--- src/rtl/mem_tp_fifo.sv ---
// FIFO over an external two-port RAM, with a 2-entry output buffer that hides the read latency.
// Optional high-water mark: define MEM_TP_FIFO_MAXLVL_EN.
module mem_tp_fifo #(
    parameter     MEM_TYPE      = "auto",
    parameter int MEM_DATAWIDTH = 128,
    parameter int MEM_ADDRWIDTH = 14
) (
    input  logic                           clk,
    input  logic                           reset,
    input  logic                           s_valid,
    output logic                           s_ready,
    input  logic [MEM_DATAWIDTH-1:0]       s_data,
    output logic                           m_valid,
    input  logic                           m_ready,
    output logic [MEM_DATAWIDTH-1:0]       m_data,
    output logic [MEM_ADDRWIDTH:0]         level,
    output logic [MEM_ADDRWIDTH:0]         max_level,
    output logic                           ena,
    output logic [(MEM_DATAWIDTH+7)/8-1:0] wea,
    output logic [MEM_ADDRWIDTH-1:0]       addra,
    output logic [MEM_DATAWIDTH-1:0]       dina,
    output logic                           enb,
    output logic [MEM_ADDRWIDTH-1:0]       addrb,
    input  logic [MEM_DATAWIDTH-1:0]       doutb
);

    localparam int AW = MEM_ADDRWIDTH;
    localparam int DW = MEM_DATAWIDTH;
    localparam int WE = (MEM_DATAWIDTH+7)/8;

    logic [AW-1:0] wr_ptr;
    logic [AW-1:0] rd_ptr;
    logic [AW:0]   ram_cnt;
    logic          rif;
    logic [1:0]    obuf_cnt;
    logic [1:0]    obuf_cnt_n;
    logic [DW-1:0] ob0;
    logic [DW-1:0] ob1;
    logic [DW-1:0] ob0_n;
    logic [DW-1:0] ob1_n;
    logic [2:0]    occ;
    logic          push;
    logic          pop;
    logic          rd;

    // level never exceeds DEPTH, so its MSB alone flags "full"
    assign s_ready = reset && !level[AW];
    assign m_valid = reset && (obuf_cnt != 2'd0);
    assign m_data  = ob0;

    assign push = s_valid && s_ready;
    assign pop  = m_valid && m_ready;

    // slots the output buffer will need once in-flight data lands
    assign occ = {1'b0, obuf_cnt} + {2'b00, rif} - {2'b00, pop};
    assign rd  = reset && (ram_cnt != '0) && (occ < 3'd2);

    assign ena   = push;
    assign wea   = {WE{push}};
    assign addra = wr_ptr;
    assign dina  = s_data;
    assign enb   = rd;
    assign addrb = rd_ptr;

    always_comb begin
        ob0_n      = ob0;
        ob1_n      = ob1;
        obuf_cnt_n = obuf_cnt;
        case ({rif, pop})
            2'b11: begin
                if (obuf_cnt == 2'd1) begin
                    ob0_n = doutb;
                end else begin
                    ob0_n = ob1;
                    ob1_n = doutb;
                end
            end
            2'b10: begin
                if (obuf_cnt == 2'd0)
                    ob0_n = doutb;
                else
                    ob1_n = doutb;
                obuf_cnt_n = obuf_cnt + 2'd1;
            end
            2'b01: begin
                ob0_n      = ob1;
                obuf_cnt_n = obuf_cnt - 2'd1;
            end
            default: ;
        endcase
    end

    always_ff @(posedge clk) begin
        if (!reset) begin
            wr_ptr   <= '0;
            rd_ptr   <= '0;
            ram_cnt  <= '0;
            rif      <= 1'b0;
            obuf_cnt <= 2'd0;
            level    <= '0;
        end else begin
            if (push)
                wr_ptr <= wr_ptr + AW'(1);
            if (rd)
                rd_ptr <= rd_ptr + AW'(1);
            case ({push, rd})
                2'b10:   ram_cnt <= ram_cnt + (AW+1)'(1);
                2'b01:   ram_cnt <= ram_cnt - (AW+1)'(1);
                default: ;
            endcase
            case ({push, pop})
                2'b10:   level <= level + (AW+1)'(1);
                2'b01:   level <= level - (AW+1)'(1);
                default: ;
            endcase
            rif      <= rd;
            obuf_cnt <= obuf_cnt_n;
        end
    end

    // payload registers need no reset; obuf_cnt qualifies them
    always_ff @(posedge clk) begin
        ob0 <= ob0_n;
        ob1 <= ob1_n;
    end

`ifdef MEM_TP_FIFO_MAXLVL_EN
    logic [AW:0] max_q;

    always_ff @(posedge clk) begin
        if (!reset)
            max_q <= '0;
        else if (level > max_q)
            max_q <= level;
    end

    assign max_level = max_q;
`else
    assign max_level = '0;
`endif

endmodule
--- config.mk ---
export PLATFORM = sky130hd
export DESIGN_NAME = mem_tp_fifo
export DESIGN_NICKNAME = d
export VERILOG_FILES = /design/src/rtl/mem_tp_fifo.sv
export SDC_FILE = /design/constraint.sdc
export NUM_CORES = 1
export LEC_CHECK = 0
export ABC_AREA = 1
export CAP_MARGIN = 20
export CORE_AREA = 3 3 230 232
export DETAILED_ROUTE_END_ITERATION = 16
export DIE_AREA = 0 0 233 235
export PLACE_DENSITY = 0.75
export SLEW_MARGIN = 20
export SYNTH_ARGS = -nofsm -noshare
export SYNTH_HDL_FRONTEND = slang
export SYNTH_SLANG_ARGS = --single-unit
--- constraint.sdc ---
create_clock -name clk -period 12.8 [get_ports clk]
set_clock_uncertainty 0.1 [all_clocks]
set_input_delay 2.56 -clock clk [delete_from_list [all_inputs] [get_ports clk]]
set_output_delay 2.56 -clock clk [all_outputs]
set_load 0.05 [all_outputs]
* Word-level counts from Yosys, hierarchy flattened
Cells that the tools add are included.
Widths: inputs -> output; s select.
** Operators by class
- $add $sub $neg :: 10
- Multipliers :: 0
- Div/mod/pow operators :: 0
- Order comparisons :: 1
- Eq/ne operators :: 11
- Shifts and indexed selects :: 0
- Multiplexer cells :: 9
- Bitwise logic cells :: 0
- Reduce and logical (&&, ||, !) cells :: 17
** Operators by type and width (number)
- $mux 128 :: 4
- $pmux 128 s3 :: 1
- $pmux 128 s2 :: 1
- $pmux 15 s2 :: 2
- $add 15x1->15 const B :: 2
- $sub 15x1->15 const B :: 2
- $add 14x1->14 const B :: 2
- $reduce_bool 15->1 :: 1
- $reduce_bool 2->1 :: 5
- $eq 2x1->1 const B :: 4
- $eq 2x2->1 const B :: 4
- $logic_and 1x1->1 :: 6
- $ne 2x2->1 const B :: 3
- $pmux 2 s2 :: 1
- $add 2x1->3 :: 1
- $lt 3x2->1 const B :: 1
- $reduce_and 3->1 :: 1
- $reduce_bool 3->1 :: 1
- $sub 3x1->3 :: 1
- $add 2x1->2 const B :: 1
- $logic_not 2->1 :: 1
- $reduce_and 2->1 :: 1
- $sub 2x1->2 const B :: 1
- $logic_not 1->1 :: 1
** Storage, ports and cells
- Register bits after elaboration :: 317
- Bits in latches :: 0
- RAM bits :: 0
- ROM bits :: 0
- Output and inout bits :: 334
- Logic and storage cells :: 56
- Memories :: 0

* Longest topological paths before layout
- Word-level depth :: 8
- Gate-level depth with buffers :: 25
- Mapped depth without buffers :: 24

* Worst setup path after synthesis
OpenSTA, ideal clock, no wires.
- Path type :: input -> register
- Start point :: in reset
- End point :: reg ob1[0], enable pin
- Data arrival time :: 10.168 ns
- Data required time :: 12.042 ns
- Setup slack :: 1.873 ns
- Stages on the path :: 8
- Cells stage by stage :: buf_6 inv_6 nor2_1 nand2_1 inv_1 ha_1 o21ai_0 a21oi_1
** On the way
- Word-level cells in the longest chain between the ends :: 5
- Elaborated cells between the ends (all ways) :: 8
- Classes of those cells :: eq/ne: 4; reduce/logical: 4
** Ends and longest elaborated chain
- from (decl) :: line 9 : input logic reset,
- $logic_and 1x1->1 (*) :: line 48 : assign m_valid = reset && (obuf_cnt != 2'd0);
- named net m_valid :: line 13 : output logic m_valid,
- $logic_and 1x1->1 (*) :: line 52 : assign pop = m_valid && m_ready;
- $eq 2x2->1 :: line 69 : case ({rif, pop})
- $ne 2x2->1 (no source line) or $reduce_bool 2->1 (tied branches)
- $reduce_and 3->1 (no source line) (*)
- to (signal assigned) :: line 124 : ob1 <= ob1_n;
- to (decl) :: line 38 : logic [DW-1:0] ob1;
Mark *: on every way through the listed nets, which the timed path passes. The rest lies on a longest branch.
A chain may end at the register's enable or synchronous reset.

* Worst setup path after layout
- Start point :: in reset
- End point :: out enb
** On the way
- Word-level cells in the longest chain between the ends :: 5
- Elaborated cells between the ends (all ways) :: 6
- Classes of those cells :: add/sub: 1; order compare: 1; reduce/logical: 4
** Ends and longest elaborated chain
- $logic_and 1x1->1 :: line 48
- $logic_and 1x1->1 :: line 52
- $sub 3x1->3 :: line 55 : assign occ = {1'b0, obuf_cnt} + {2'b00, rif} - {2'b00, pop};
- $lt 3x2->1 :: line 56 : assign rd = reset && (ram_cnt != '0) && (occ < 3'd2);
- $logic_and 1x1->1 (*) :: line 56
- to (decl) :: line 22 : output logic enb,
Every way passes the cells marked *; elsewhere a longest branch is shown, timed or not.

==> flow_metrics.py <==
metrics = {
    "layout": {
        "final_common_cell": "nand2_1",
        "regArea_um2": 8910,
        "layout.nets": 2594,
        "finalCoreUtilization_pct": 42.5,
        "layout_common_cells": "600 x nand2_1, 322 x clkdlybuf4s50_1, 287 x inv_1",
        "area_growth_pct": 22.0,
        "drive_gt1_share_pct": 3.83,
        "multiInputGateArea_um2": 6320,
        "fillers": 4894,
        "final_cells": 3010,
    },
    "timing": {
        "worstMarginPinSlew_ns": 1.05,
        "finalHoldViolCount": 0,
        "finalCriticalPeriod_ns": 9.81,
        "grt_setup_unrepaired": "no",
        "fin_crit_sh_pct": 76.6,
        "timing.final.max_slew_violations": 0,
        "finalSetupViolations": 0,
        "slew_headroom_pct": 29.9,
        "tns_ns": 0,
        "clock.fmax_mhz": 102,
        "whs_ns": 0.389,
    },
    "worst_setup_path": {
        "r2r-start": "obuf_cnt[1]$_SDFFE_PN0N_",
        "cpMaxStageDelayCell": "clkdlybuf4s50_1",
        "r2r_end": "ram_cnt[14]$_SDFFE_PN0P_",
        "cp.arrival_ns": 7.15,
        "path_cells": "clkdlybuf4s50_1, inv_6, nor2_1, nand2_1, inv_1, ha_1, or2_2, fa_1, nand2_4, a21oi_4, nand2_2, a21oi_4, clkdlybuf4s50_1",
        "cp_max_fo": 45,
        "end_kind": "primary output",
        "setup.worst_path.start_class": "primary input",
        "critPathRequiredTime_ns": 10.14,
        "rrSetupSlack_ns": 7.64,
        "crit_type": "primary input to primary output",
        "ff2ff_path_depth": 24,
        "critPathMaxStageDelay_ns": 1.04,
    },
    "routing": {
        "dr.pass1.iters": 8,
        "vias": 14400,
        "drc_errors": 0,
        "wl_per_cell_um": 16.4,
        "drt-initial-drc-count": 1143,
        "wl_um": 49200,
        "viasPerCell": 4.80,
        "ant_nets": 0,
    },
    "global_route": {
        "first_global_vias": 13400,
        "grt_max_degree": 154,
        "overflow": 0,
        "grt_pass1_wl_um": 74800,
        "antenna_found_initial": 9,
        "grt_use_total_pct": 17.2,
    },
    "floorplanning": {
        "die_y_um": 235,
        "rows": 83,
        "die_w_um": 233,
        "ios": 594,
        "die_area_um2": 54800,
        "core_area_um2": 51200,
        "initial_core_util_pct": 34.8,
    },
    "clock_network": {
        "cts_tree": "done",
        "cts_buffers": 39,
        "cts_sinks": 317,
        "clkTransAtPathRegs_ns": 0.05,
        "post_cts_resized": 0,
        "clockBufferDepth": 3,
        "clkLatencyLatePin_ns": 0.54,
        "cts_max_level": 2,
        "root_buffer": "clkbuf_16",
        "hold_buffers": 0,
        "post_cts_buffers": 0,
    },
    "synthesis": {
        "synth.avg_cell_area_um2": 8.24,
        "synth_cell_types": 40,
        "syn_inst": 2163,
        "yosys_warnings": 0,
        "synth_top_area_share_pct": 43.1,
        "yosysSeqAreaShare_pct": 50.0,
        "synth.area.top_cells": "edfxtp_1 43%, nand2_1 13%, o21ai_0 8.0%",
        "ys_ff_latch": 317,
        "netlist_area_um2": 17800,
        "synth_area_leader_cell": "edfxtp_1",
    },
    "power": {
        "power.leakage_nw": 8.88,
        "power_density_nw_per_um2": 270,
        "ir_drop_uv": 185,
    },
    "placed_design": {
        "io_buffers": 322,
        "dpl.hpwl_um": 32700,
        "dp_cells": 2934,
        "gpl.final_weighted_congestion": 0.855,
    },
    "min_path": {
        "min-delay-start": "addrb[11]$_SDFFE_PN0P_",
        "min_delay_path_depth": 2,
        "min_path_type": "register to register",
        "whs_endpoint": "addrb[11]$_SDFFE_PN0P_",
    },
    "run_status": {
        "status": "complete, no violations",
    },
    "job": {
        "drv_cap": 0,
    },
}
cell families (layout without fill, tap and decap cells):
| kind of cell | after synthesis | count (layout) | share of synthesized area [%] |
|---|---|---|---|
| AND/OR/NAND/NOR | 761 | 761 | 17.4 |
| buffers and inverters | 546 | 693 | 15.1 |
| XOR/XNOR | 24 | 24 | 1.18 |
| AO/OA/AOI/OAI | 475 | 475 | 13.5 |
| adder cells (fa/ha/maj) | 39 | 39 | 2.86 |
| other | 1 | 21 | 0.0210 |
| flip-flops | 317 | 317 | 50.0 |
layout make-up:
cell class              count  share of cell area, %
diodes                      6                 0.0690
clock buffers              50                   4.77
clock inverters            20                  0.989
inverters                 291                   5.09
multi-input cells        1314                   29.1
flip-flops and latches    317                   41.0
well taps                 680                   3.91
repair buffers            332                   15.2
cells in the mapped netlist:
cell / number
or2_2: 1
nand4_1: 13
nand3_2: 1
o21a_1: 1
inv_2: 1
dfxtp_1: 61
nand2_2: 1
buf_2: 19
nor2_4: 1
o211ai_1: 1
conb_1: 1
ha_1: 36
nand2_1: 601
buf_6: 2
clkinv_2: 1
nor2_2: 2
nor3b_2: 1
nor2_1: 65
edfxtp_1: 256
fa_1: 3
a21oi_4: 2
nand3_1: 55
nor3_1: 10
nor3_4: 1
xnor2_1: 5
inv_1: 288
buf_1: 8
buf_4: 160
nor2_8: 2
o21ai_1: 1
inv_6: 1
nor3b_1: 1
clkbuf_1: 66
nand2_4: 3
xor2_1: 19
nor3_2: 1
nand3_4: 1
and3_1: 1
a21oi_1: 184
o21ai_0: 286
state kept, by name, summed over array words and instances, names as in the netlist:
name	count
obuf_cnt	2
ob1	128
m_data	128
addra	14
level	15
ram_cnt	15
rif	1
addrb	14
stage by stage:
step / setup slack, ns / cell area [µm²] / total power, mW
2_1_floorplan: 1.87 / 17900 / 4.07
3_3_place_gp: 3.11 / 20500 / 4.75
3_5_place_dp: 3.01 / 20500 / 4.80
4_1_cts: 2.98 / 21700 / 5.93
5_1_grt: 2.73 / 21800 / 6.25
6_report: 2.99 / 21800 / 5.87
worst max-delay path, delay by kind of cell:
family / cells / cell delay, ns
AO/OA/AOI/OAI: 2 / 0.53
AND/OR/NAND/NOR: 5 / 0.79
buffers and inverters: 4 / 2.45
adder cells (fa/ha/maj): 2 / 0.79
worst max path at each step:
stage / slack, ns / endpoint / start / cells after the start
floorplan: 1.87 / ob1[0]$_DFFE_PP_ / reset / 8
global placement: 3.11 / enb / reset / 13
detailed placement: 3.01 / enb / reset / 13
CTS: 2.98 / enb / reset / 13
global route: 2.73 / enb / reset / 13
finish: 2.99 / enb / reset / 13
where the power goes:
part / switching [mW] / total [mW] / internal (mW)
Clock: 0.447 / 1.09 / 0.638
Combinational: 2.10 / 2.95 / 0.848
Sequential: 0.147 / 1.83 / 1.68
per-layer routing:
metal	share of wire [%]	global-route usage, %
met5	0.14	1.25
met4	2.6	5.69
met3	11	6.78
met2	45	27.1
met1	41	21.5
(Power assumes the default switching activity.)
